==> config.mk <==
export PLATFORM = sky130hd
export DESIGN_NAME = bus_rr_arbiter
export DESIGN_NICKNAME = d
export VERILOG_FILES = /design/src/rtl/bus_rr_arbiter.sv
export SDC_FILE = /design/constraint.sdc
export NUM_CORES = 1
export LEC_CHECK = 0
export CAP_MARGIN = 20
export CELL_PAD_IN_SITES_DETAIL_PLACEMENT = 0
export CELL_PAD_IN_SITES_GLOBAL_PLACEMENT = 1
export CORE_MARGIN = 2
export CORE_UTILIZATION = 25
export CTS_CLUSTER_SIZE = 14
export DETAILED_ROUTE_END_ITERATION = 6
export PLACE_DENSITY_LB_ADDON = 0.1
export SYNTH_ARGS = -nofsm -noshare
export SYNTH_HDL_FRONTEND = slang
export SYNTH_SLANG_ARGS = --single-unit
==> constraint.sdc <==
create_clock -name clk -period 2.95 [get_ports clk]
set_input_delay 0.7375 -clock clk [delete_from_list [all_inputs] [get_ports clk]]
set_output_delay 0.7375 -clock clk [all_outputs]
set_load 0.005 [all_outputs]
==> src/rtl/bus_rr_arbiter.sv <==
// bus_rr_arbiter: four-requester round-robin bus arbiter with a hold limit.
// Each grant lasts until the owner drops its request or MAX_HOLD OWN cycles
// have elapsed. One dead TURN cycle always separates two owners so the
// tri-state enables never overlap. The owner's data is registered onto
// bus_data, and bus_valid qualifies it one cycle later.
//
// Request/grant protocol: a requester holds req[i] high for as long as it
// wants the bus. grant[i] (== oe[i]) is high on every cycle that requester i
// owns the bus. Dropping req[i] ends the tenure at the next edge. Requests
// from non-owners are only looked at in IDLE or TURN.
module bus_rr_arbiter #(
    parameter int N        = 64,
    parameter int MAX_HOLD = 16
) (
    input  logic         clk,
    input  logic         rst_n,
    input  logic [3:0]   req,
    input  logic [N-1:0] din0,
    input  logic [N-1:0] din1,
    input  logic [N-1:0] din2,
    input  logic [N-1:0] din3,
    output logic [3:0]   grant,
    output logic [3:0]   oe,
    output logic [1:0]   sel,
    output logic         busy,
    output logic [N-1:0] bus_data,
    output logic         bus_valid,
    output logic [1:0]   state_dbg
);

    typedef enum logic [1:0] {
        IDLE = 2'd0,
        OWN  = 2'd1,
        TURN = 2'd2
    } state_t;

    localparam logic [7:0] HOLD_MAX = 8'(MAX_HOLD);

    state_t       state, state_n;
    logic [3:0]   grant_n;
    logic [1:0]   sel_n;
    logic [1:0]   ptr, ptr_n;
    logic [7:0]   hold_cnt, hold_n;
    logic         busy_n;
    logic [1:0]   win_idx;
    logic         win_found;
    logic [N-1:0] owner_data;

    // Round-robin search starting at ptr. The loop runs from the farthest
    // offset down to ptr itself, so the closest requester is written last
    // and therefore wins.
    always_comb begin
        logic [1:0] cand;
        win_idx   = ptr;
        win_found = 1'b0;
        cand      = ptr;
        for (int k = 3; k >= 0; k--) begin
            cand = ptr + 2'(k);
            if (req[cand]) begin
                win_idx   = cand;
                win_found = 1'b1;
            end
        end
    end

    // Next-state and next-output logic. All outputs are registered from here.
    always_comb begin
        state_n = state;
        grant_n = grant;
        sel_n   = sel;
        ptr_n   = ptr;
        hold_n  = hold_cnt;
        busy_n  = busy;
        case (state)
            IDLE, TURN: begin
                if (win_found) begin
                    state_n = OWN;
                    grant_n = 4'b0001 << win_idx;
                    sel_n   = win_idx;
                    hold_n  = 8'd1;
                    busy_n  = 1'b1;
                end else begin
                    state_n = IDLE;
                    grant_n = 4'b0000;
                    busy_n  = 1'b0;
                end
            end
            OWN: begin
                if (req[sel] && (hold_cnt < HOLD_MAX)) begin
                    hold_n = hold_cnt + 8'd1;
                end else begin
                    // Voluntary or forced release. The next search starts past the old owner.
                    state_n = TURN;
                    grant_n = 4'b0000;
                    ptr_n   = sel + 2'd1;
                    busy_n  = 1'b1;
                end
            end
            default: begin
                state_n = IDLE;
                grant_n = 4'b0000;
                busy_n  = 1'b0;
            end
        endcase
    end

    // Control registers. Reset clears them immediately, which also drops oe.
    always_ff @(posedge clk or negedge rst_n) begin
        if (!rst_n) begin
            state    <= IDLE;
            grant    <= 4'b0000;
            sel      <= 2'd0;
            ptr      <= 2'd0;
            hold_cnt <= 8'd0;
            busy     <= 1'b0;
        end else begin
            state    <= state_n;
            grant    <= grant_n;
            sel      <= sel_n;
            ptr      <= ptr_n;
            hold_cnt <= hold_n;
            busy     <= busy_n;
        end
    end

    // Owner data select, driven by the registered sel.
    always_comb begin
        case (sel)
            2'd0:    owner_data = din0;
            2'd1:    owner_data = din1;
            2'd2:    owner_data = din2;
            default: owner_data = din3;
        endcase
    end

    // Bus data register. It samples the owner while in OWN and holds otherwise.
    always_ff @(posedge clk or negedge rst_n) begin
        if (!rst_n) begin
            bus_data  <= '0;
            bus_valid <= 1'b0;
        end else begin
            bus_valid <= (state == OWN);
            if (state == OWN) begin
                bus_data <= owner_data;
            end
        end
    end

    assign oe        = grant;
    assign state_dbg = state;

endmodule

# Yosys cells after proc, flatten, opt, wreduce, memory -nomap -nowiden
# Cells that the tools add are included.
# classes
eq_ne	7
muxes	31
add_sub_neg	5
order_cmp	6
shift	1
reduce_logical	8
n_bitwise	1
# ops
cell	n
case mux 64 bit (3 select lines)	1
two-way mux 8 bit	2
case mux 8 bit (2 select lines)	1
less-than comparator 2 x 3 -> 1 bit (second input constant)	5
two-way mux 1 bit	12
binary-select mux 1 bit (select 2 bit)	5
two-way mux 2 bit	5
adder 8 x 1 -> 8 bit (second input constant)	1
less-than comparator 8 x 5 -> 1 bit (second input constant)	1
two-way mux 4 bit	2
case mux 4 bit (2 select lines)	1
!= test 2 bit (second input constant)	3
adder 2 x 1 -> 2 bit (second input constant)	2
adder 2 bit (second input constant)	2
== test 2 x 1 -> 1 bit (second input constant)	2
== test 2 bit (second input constant)	2
zero test 2 bit	2
case mux 2 bit (2 select lines)	1
AND reduction 2 bit	2
<< shifter 1 x 2 -> 4 bit (first input constant)	1
AND reduction 3 bit	1
case mux 1 bit (2 select lines)	1
nonzero test 2 bit	1
OR reduction 2 bit	1
other kinds (2)	2
# word_totals
out_inout_bits	78
in_bits	262
regBits	84
elab_cells	67

# Longest topological paths before layout
# Gate-level depths: netlist (run 1).
# logic_depth
ltp_word	10
ltp_mapped	8
mapped_depth_nobuf	6

# Worst setup path before layout (run 1)
# OpenSTA, ideal clock, no wires.
# synth_path
kind	in2reg
start	input port req[1]
end	register hold_cnt[4]
path_stages	6
path_slack_ns	0.939
arrival_time_ns	1.879
n_path_buf	2
required_time_ns	2.818
setup_ns	0.132
path_cell_list	buf_6 > mux4_2 > and3_1 > buf_6 > a41oi_1 > nor2_1
# synth_via
elab_chain_len	8
word_cells_on_any_way	18
cone_classes	2 x eq/ne; 14 x mux; 2 x reduce/logical
# synth_lines
item	line_no	text
from (decl)	17	input logic [3:0] req,
binary-select mux 1 bit (select 2 bit)	59	if (req[cand]) begin
two-way mux 1 bit (implied by the code)	59	
two-way mux 1 bit (4 in series)	59	
!= test 2 bit (no line)	-	
AND reduction 3 bit (no line) (*)	-	
to (signal assigned)	121	hold_cnt <= hold_n;
to (decl)	43	logic [7:0] hold_cnt, hold_n;
# Every way passes the cells marked *; elsewhere a longest branch is shown, timed or not. The select of a mux whose other input is x is not followed.
# A chain may end at the register's enable or synchronous reset.

# Final worst setup path (run 1)
# layout_path
start	register sel[0]
end	register bus_data[1]
# layout_via
elab_chain_len	2
word_cells_on_any_way	4
cone_classes	2 x eq/ne; 1 x mux; 1 x reduce/logical
# layout_lines
item	line_no	text
from (decl)	24	output logic [1:0] sel,
from (signal assigned)	119	sel <= sel_n;
== test 2 bit (tied with other cells)	128	case (sel)
case mux 64 bit (3 select lines) (*)	128	
to (signal assigned)	144	bus_data <= owner_data;
to (decl)	26	output logic [N-1:0] bus_data,
# Every way passes the cells marked *; elsewhere a longest branch is shown, timed or not.

==> key figures, run 1 <==
Outcome
  – Status: finished with violations
  – Failing checks: DRC

Synthesis
  – Syn avg cell area: about 8.6 um^2
  – Count leader, synth: dfrtp_1
  – Syn. warnings: 0
  – Most instantiated cells after synthesis: dfrtp_1, nand2_1, o21ai_0
  – Main synth FF type: dfrtp_1
  – Synth cell types: 35
  – Async set or reset register ratio after synthesis: 1.00
  – Post-synthesis cell area: ~4600 um^2
  – Post-Syn Instances: 530
  – #FFs+latches synth: 84
  – Synth top area cells: dfrtp_1, a222oi_1, o21ai_0
  – Sequential share of the synthesized area: 0.461
  – Leading area contributor after synthesis: dfrtp_1
  – Synthesized netlist net count: 797
  – Top cell type's share of synthesized area: 0.461
  – EDFF count, synth: 0

Clocking
  – Post-CTS sizing: 0
  – Worst-Skew Late Latency: approximately 0.34 ns
  – CTS buffer count: 9
  – Hold buffers post-CTS: 0
  – Max Root-Sink Buffers: 2
  – Setup bufs post-CTS: 0
  – Sink Count: 84
  – CTS tree: built
  – H-tree lvl count: 3
  – Root buf cell: clkbuf_16
  – Clock slew at reported path FFs: 0.06 ns

Critical path
  – Critical path launch point type: flip-flop
  – Worst setup EP type: flip-flop
  – Arr. time, crit path: 2.73 ns
  – CP Max Fanout: 38
  – Worst EP required: 3.20 ns
  – Setup CP Type: reg2reg

Detailed routing
  – Vias per cell: just over 5
  – DRC: 3
  – Initial DRC count: 507
  – Via count: 5,404
  – Routed Wire Length: 19,600 um
  – DR pass1 iterations: 7
  – Routed len/inst: around 18 um
  – Post-DRT Antenna Nets: 0

Global route
  – Largest net degree at the start of global routing: 129
  – Vias in the first global route: 5,493
  – Global Route Usage Sum: 0.196
  – Initial antenna violation count: 0
  – Global-route wire length before repair: 29,900 um
  – Global route overflow: 0

Cells and area
  – Inserted Diodes: 0
  – Area grow syn2layout: 85.2%
  – Nets: 1,100
  – Final core utilization: 0.471
  – Layout cell share with drive strength beyond 1: 0.0418

Floorplan
  – Starting Density: 0.254
  – Row cnt: 49
  – Die Y: 139 um
  – Core ar.: approximately 18,000 um^2
  – Ports: 340
  – Die ar.: approximately 19,000 um^2
  – Die Wd: 139 um

Timing
  – Max Freq: 404 MHz
  – Final Setup Violations: 0
  – Final period utilization: 0.839
  – RSZ-0062 raised after global routing: no
  – Worst slew pin tran: 0.664 ns
  – Fin. Hold Viols: 0
  – Max-slew headroom: 0.557
  – Final Max Tran Viols: 0
  – Fin crit period: approximately 2.5 ns
  – Clk_skew: between 0.007 and 0.008 ns
  – Setup TNS: 0 ns

Place
  – Port bufs: between 300 and 400
  – HPWL after detailed placement: 15,000 um
  – Gpl congestion: 0.858

Run
  – Max-cap violation count: 0

Min path
  – Hold/Removal Path Class: in2async

Power and ir drop
  – LEAKAGE: 0.00337 uW
  – Maximum VDD drop: 0.655 mV
  – Pwr dens: 898 nW/um^2
critical path: stages, from the launching register on:
cell	delay (ns)
dfrtp_1	0.48
inv_1	0.17
ha_2	0.63
buf_4	0.49
a222oi_1	0.22
nor2_1	0.12
a21oi_1	0.05
o21ai_0	0.18
cells by family (layout without fill, tap and decap cells):
group | Yosys count | in the layout | share of synthesized area
AOI/OAI and AO/OA | 216 | 216 | 0.317
xor gates and xnor gates | 1 | 1 | 0.00192
adders and majority gates | 5 | 5 | 0.0137
buffers and inverters | 62 | 370 | 0.0585
DFF | 84 | 84 | 0.461
muxes | 2 | 2 | 0.00714
and+or+nand+nor | 160 | 160 | 0.141
state kept, by name (all words and copies together) (netlist names):
| name | count |
|---|---|
| bus_valid | 1 |
| grant | 4 |
| state_dbg | 2 |
| sel | 2 |
| bus_data | 64 |
| ptr | 2 |
| hold_cnt | 8 |
| busy | 1 |
routing by layer:
layer	up-vias	global-route usage	part of all wire
met3	37	0.0497	0.071
met5	-	0	0
met2	231	0.346	0.51
li1	2596	-	-
met4	0	0.0771	0.029
met1	2540	0.228	0.39
per-stage QoR:
| stage | hold WS (ns) | cell area [um^2] | std cells | power (uW) | setup slack, ns |
|---|---|---|---|---|---|
| final | 0.400 | 8440 | 1067 | 7580 | 0.474 |
| after global routing | 0.452 | 8440 | 1067 | 8240 | 0.330 |
| after CTS | 0.426 | 8440 | 1067 | 7690 | 0.467 |
| after detailed placement | 0.470 | 8110 | 1051 | 6410 | 0.376 |
| after global placement | 0.461 | 8110 | 1051 | 6330 | 0.399 |
| after floorplan | 0.442 | 4560 | 530 | 4310 | 0.939 |
cell type report:
cell class / instances / area (um^2)
clock inverters: 7 / 100
inverters: 5 / 18.8
clock buffers: 9 / 225
flip-flops and latches: 84 / 2100
repair buffers: 349 / 3490
well taps: 229 / 287
fillers: 1702 / 9460
multi-input cells: 384 / 2210
final timing paths:
check                                to  cells after the start  slack, ns         start
max                         bus_data[1]                      7       0.47        sel[0]
min                        bus_data[54]                      1       0.40         rst_n
max reg2reg                 bus_data[1]                      7       0.47        sel[0]
min reg2reg                bus_data[51]                      2       0.47  bus_data[51]
max in group asynchronous  bus_data[56]                      2       1.87         rst_n
min in group clk           bus_data[51]                      2       0.47  bus_data[51]
power by group:
part	total (uW)	internal, uW	switching, uW
Sequential	2000	1680	325
Clock	1240	748	495
Combinational	4330	2110	2220
layout by cell type, fill, tap and decap left out, types with 2 or more instances in the layout:
cell,Yosys,routed
clkdlybuf4s50_1,0,338
dfrtp_1,84,84
nand2_1,74,74
o21ai_0,74,74
nor2_1,69,69
a21oi_1,67,67
a222oi_1,64,64
clkbuf_16,0,9
buf_4,5,9
inv_1,5,5
and2_1,3,3
nor2b_1,3,3
ha_2,0,3
clkinv_4,0,3
nor4_1,2,2
nand3_1,2,2
o22ai_1,2,2
o31ai_1,2,2
bufinv_16,0,2
buf_12,0,2
No activity file was read; power rests on OpenSTA's default activity.
==> inputs of run 2 (changes only) <==
CORE_UTILIZATION = 21   (was 25)
clock period = 2.1 ns   (was 2.95 ns; I/O delays follow)
==> run 2 against run 1 <==
Net effect: the flow now finishes without violations; first-iteration DRC count decreased by 23%; via count fell by 1.2%; total power rose by 42%.
==> key figures, run 2 (synthesized netlist as in run 1, its figures left out) <==
Clocking
  – Clock slew at reported path FFs: 0.07 ns (about the same)
  – H-tree lvl count: 3 (unchanged)
  – CTS tree: built
  – Hold buffers post-CTS: 0 (unchanged)
  – CTS buffer count: 9 (unchanged)
  – Setup bufs post-CTS: 0 (unchanged)
  – Post-CTS sizing: 0 (unchanged)
  – Sink Count: 84 (unchanged)
  – Worst-Skew Late Latency: 0.35 ns (about the same)
  – Root buf cell: clkbuf_16
  – Max Root-Sink Buffers: 2 (unchanged)

Global route
  – Global-route wire length before repair: 28,900 um (-3.1%)
  – Largest net degree at the start of global routing: 67 (-48%)
  – Global route overflow: 0 (unchanged)
  – GR Layer Usage met3: 0.0497 (about the same)
  – Initial antenna violation count: 2 (+2)
  – Met2 usage: 0.293 (-0.0534)
  – Vias in the first global route: 5,351 (-2.6%)
  – Most used routing layer: met2
  – GR met1 Demand/Resource: 0.193 (-0.0353)
  – Global Route Usage Sum: 0.166 (-0.0301)

Timing
  – Setup TNS: 0 ns (unchanged)
  – Fin crit period: ~2 ns
  – Worst slew pin tran: 0.577 ns (-0.0866 ns)
  – Max Freq: slightly above 500 MHz
  – Final Max Tran Viols: 0 (unchanged)
  – Max-slew headroom: 0.615 (+0.0577)
  – Clk_skew: 0.00624 ns (-0.000847 ns)
  – Final Setup Violations: 0 (unchanged)
  – Fin. Hold Viols: 0 (unchanged)
  – RSZ-0062 raised after global routing: no
  – Final period utilization: 0.933

Critical path
  – WP buf/inv: 1 (-1)
  – Critical path's slowest cell: clkdlybuf4s50_1
  – CP Max Fanout: 6 (-84%)
  – Arr. time, crit path: 1.43 ns (-1.30 ns)
  – Crit-path leading delay family: buffers and inverters
  – CP max stage delay: 0.56 ns (-0.07 ns)
  – Worst setup EP type: output port
  – CP Cell Sequence: clkdlybuf4s50_1
  – Critical path launch point type: flip-flop
  – Setup CP Type: reg2out
  – Worst EP required: 1.57 ns (-1.63 ns)

Detailed routing
  – Routed Wire Length: 19,600 um (about the same)
  – Routed len/inst: 17.4 um (-5.4%)
  – DRC: 0 (-3)
  – Via count: 5,338 (-1.2%)
  – DR pass1 iterations: 7 (unchanged)
  – Post-DRT Antenna Nets: 0 (unchanged)
  – Initial DRC count: 388 (-23%)
  – Vias per cell: 4.73 (-6.6%)

Power and ir drop
  – LEAKAGE: 0.00344 uW (+2.2%)
  – Maximum VDD drop: 0.573 mV (-13%)
  – Pwr dens: 1240 nW/um^2 (+38%)

Cells and area
  – Fill cell count: 2,113 (+24%)
  – Max reg flops: 64 (unchanged)
  – Most frequent cells in the layout: clkdlybuf4s50_1, dfrtp_1, nand2_1, o21ai_0, nor2_1
  – Nets: 1,114 (+1.3%)
  – Top Registers: bus_data: 64 flops, hold_cnt: 8 flops, grant: 4 flops
  – Fin cells: 1,128 (+5.7%)
  – Commonest non-fill, non-tap cell in the layout: clkdlybuf4s50_1
  – Area grow syn2layout: 89.9%
  – Layout cell share with drive strength beyond 1: 0.0575 (+0.0157)
  – Top reg by flops: bus_data

Floorplan
  – Row cnt: 53 (+8.2%)
  – Core ar.: 21,200 um^2 (+18%)
  – Starting Density: 0.215 (-0.0391)
  – Ports: 340 (unchanged)
  – Die ar.: 22,900 um^2 (+18%)
  – Die Wd: 151 um (+8.8%)
  – Die Y: 151 um (+8.8%)

Run
  – Max-cap violation count: 0 (unchanged)

Place
  – Placed Cells: 1,111 (+5.7%)
  – Gpl congestion: 0.785 (-8.5%)
  – Port bufs: 339 (unchanged)
  – HPWL after detailed placement: 15,600 um (+3.5%)

Min path
  – Hold/Removal Path Class: in2async

Outcome
  – Status: completed
run 2: cell types whose count changed in the layout (fill, tap and decap cells not counted), sizes merged:
cell	delta
buf	+14
bufinv	-2
clkinv	-4
clkinvlp	+1
diode	+1
inv	+5
run 2: worst reg2reg max path, stage by stage, from the launching register on:
cell and delay, ns:
dfrtp_1 0.52, inv_1 0.11, ha_2 0.23, buf_12 0.17
a222oi_1 0.45, nor2_1 0.08, a21oi_1 0.13, o21ai_0 0.08
run 2: per-layer routing:
layer / routed length, um / up-vias
li1: - / 2625
met1: 7520 / 2471
met2: 10100 / 220
met3: 1660 / 20
met4: 314 / 2
met5: 16 / -
run 2: area by class of cell:
| type | count | area [um^2] | area share |
|---|---|---|---|
| Timing Repair Buffer | 363 | 3680 | 0.426 |
| Multi-Input combinational cell | 384 | 2210 | 0.256 |
| Sequential cell | 84 | 2100 | 0.243 |
| Tap cell | 275 | 344 | 0.0398 |
| Clock buffer | 9 | 225 | 0.0260 |
| Clock inverter | 7 | 62.6 | 0.00723 |
| Inverter | 5 | 18.8 | 0.00217 |
| Antenna cell | 1 | 2.50 | 0.000289 |
run 2: report_power, final:
part / leakage, uW / internal [uW] / switching (uW) / total [uW]
combinational: 0.00224 / 3230 / 3150 / 6380
clock: 0.000140 / 832 / 739 / 1570
sequential: 0.00106 / 2350 / 436 / 2790
total: 0.00344 / 6420 / 4320 / 10700
run 2: path summary, 6_finish.rpt:
check / from / to / slack [ns] / depth (start not counted)
worst max-delay path: sel[1] / sel[1] / 0.14 / 1
worst min-delay path: rst_n / bus_data[53] / 0.12 / 1
worst max register to register: sel[1] / bus_data[3] / 0.19 / 7
worst min register to register: bus_data[40] / bus_data[40] / 0.48 / 2
max in group asynchronous: rst_n / bus_data[35] / 1.36 / 2
min in group clk: bus_data[40] / bus_data[40] / 0.48 / 2
run 2: through the flow:
stage | power, uW | setup WS (ns) | hold WS, ns | area (um^2) | util
3_3_place_gp | 9230 | -0.0908 | 0.464 | 8360 | 0.395
6_report | 10700 | 0.141 | 0.120 | 8650 | 0.409
3_5_place_dp | 9340 | -0.0940 | 0.470 | 8360 | 0.395
5_1_grt | 11700 | 0.00330 | 0.161 | 8650 | 0.409
2_1_floorplan | 6050 | 0.301 | 0.229 | 4560 | -
4_1_cts | 11000 | 0.115 | 0.133 | 8650 | 0.409
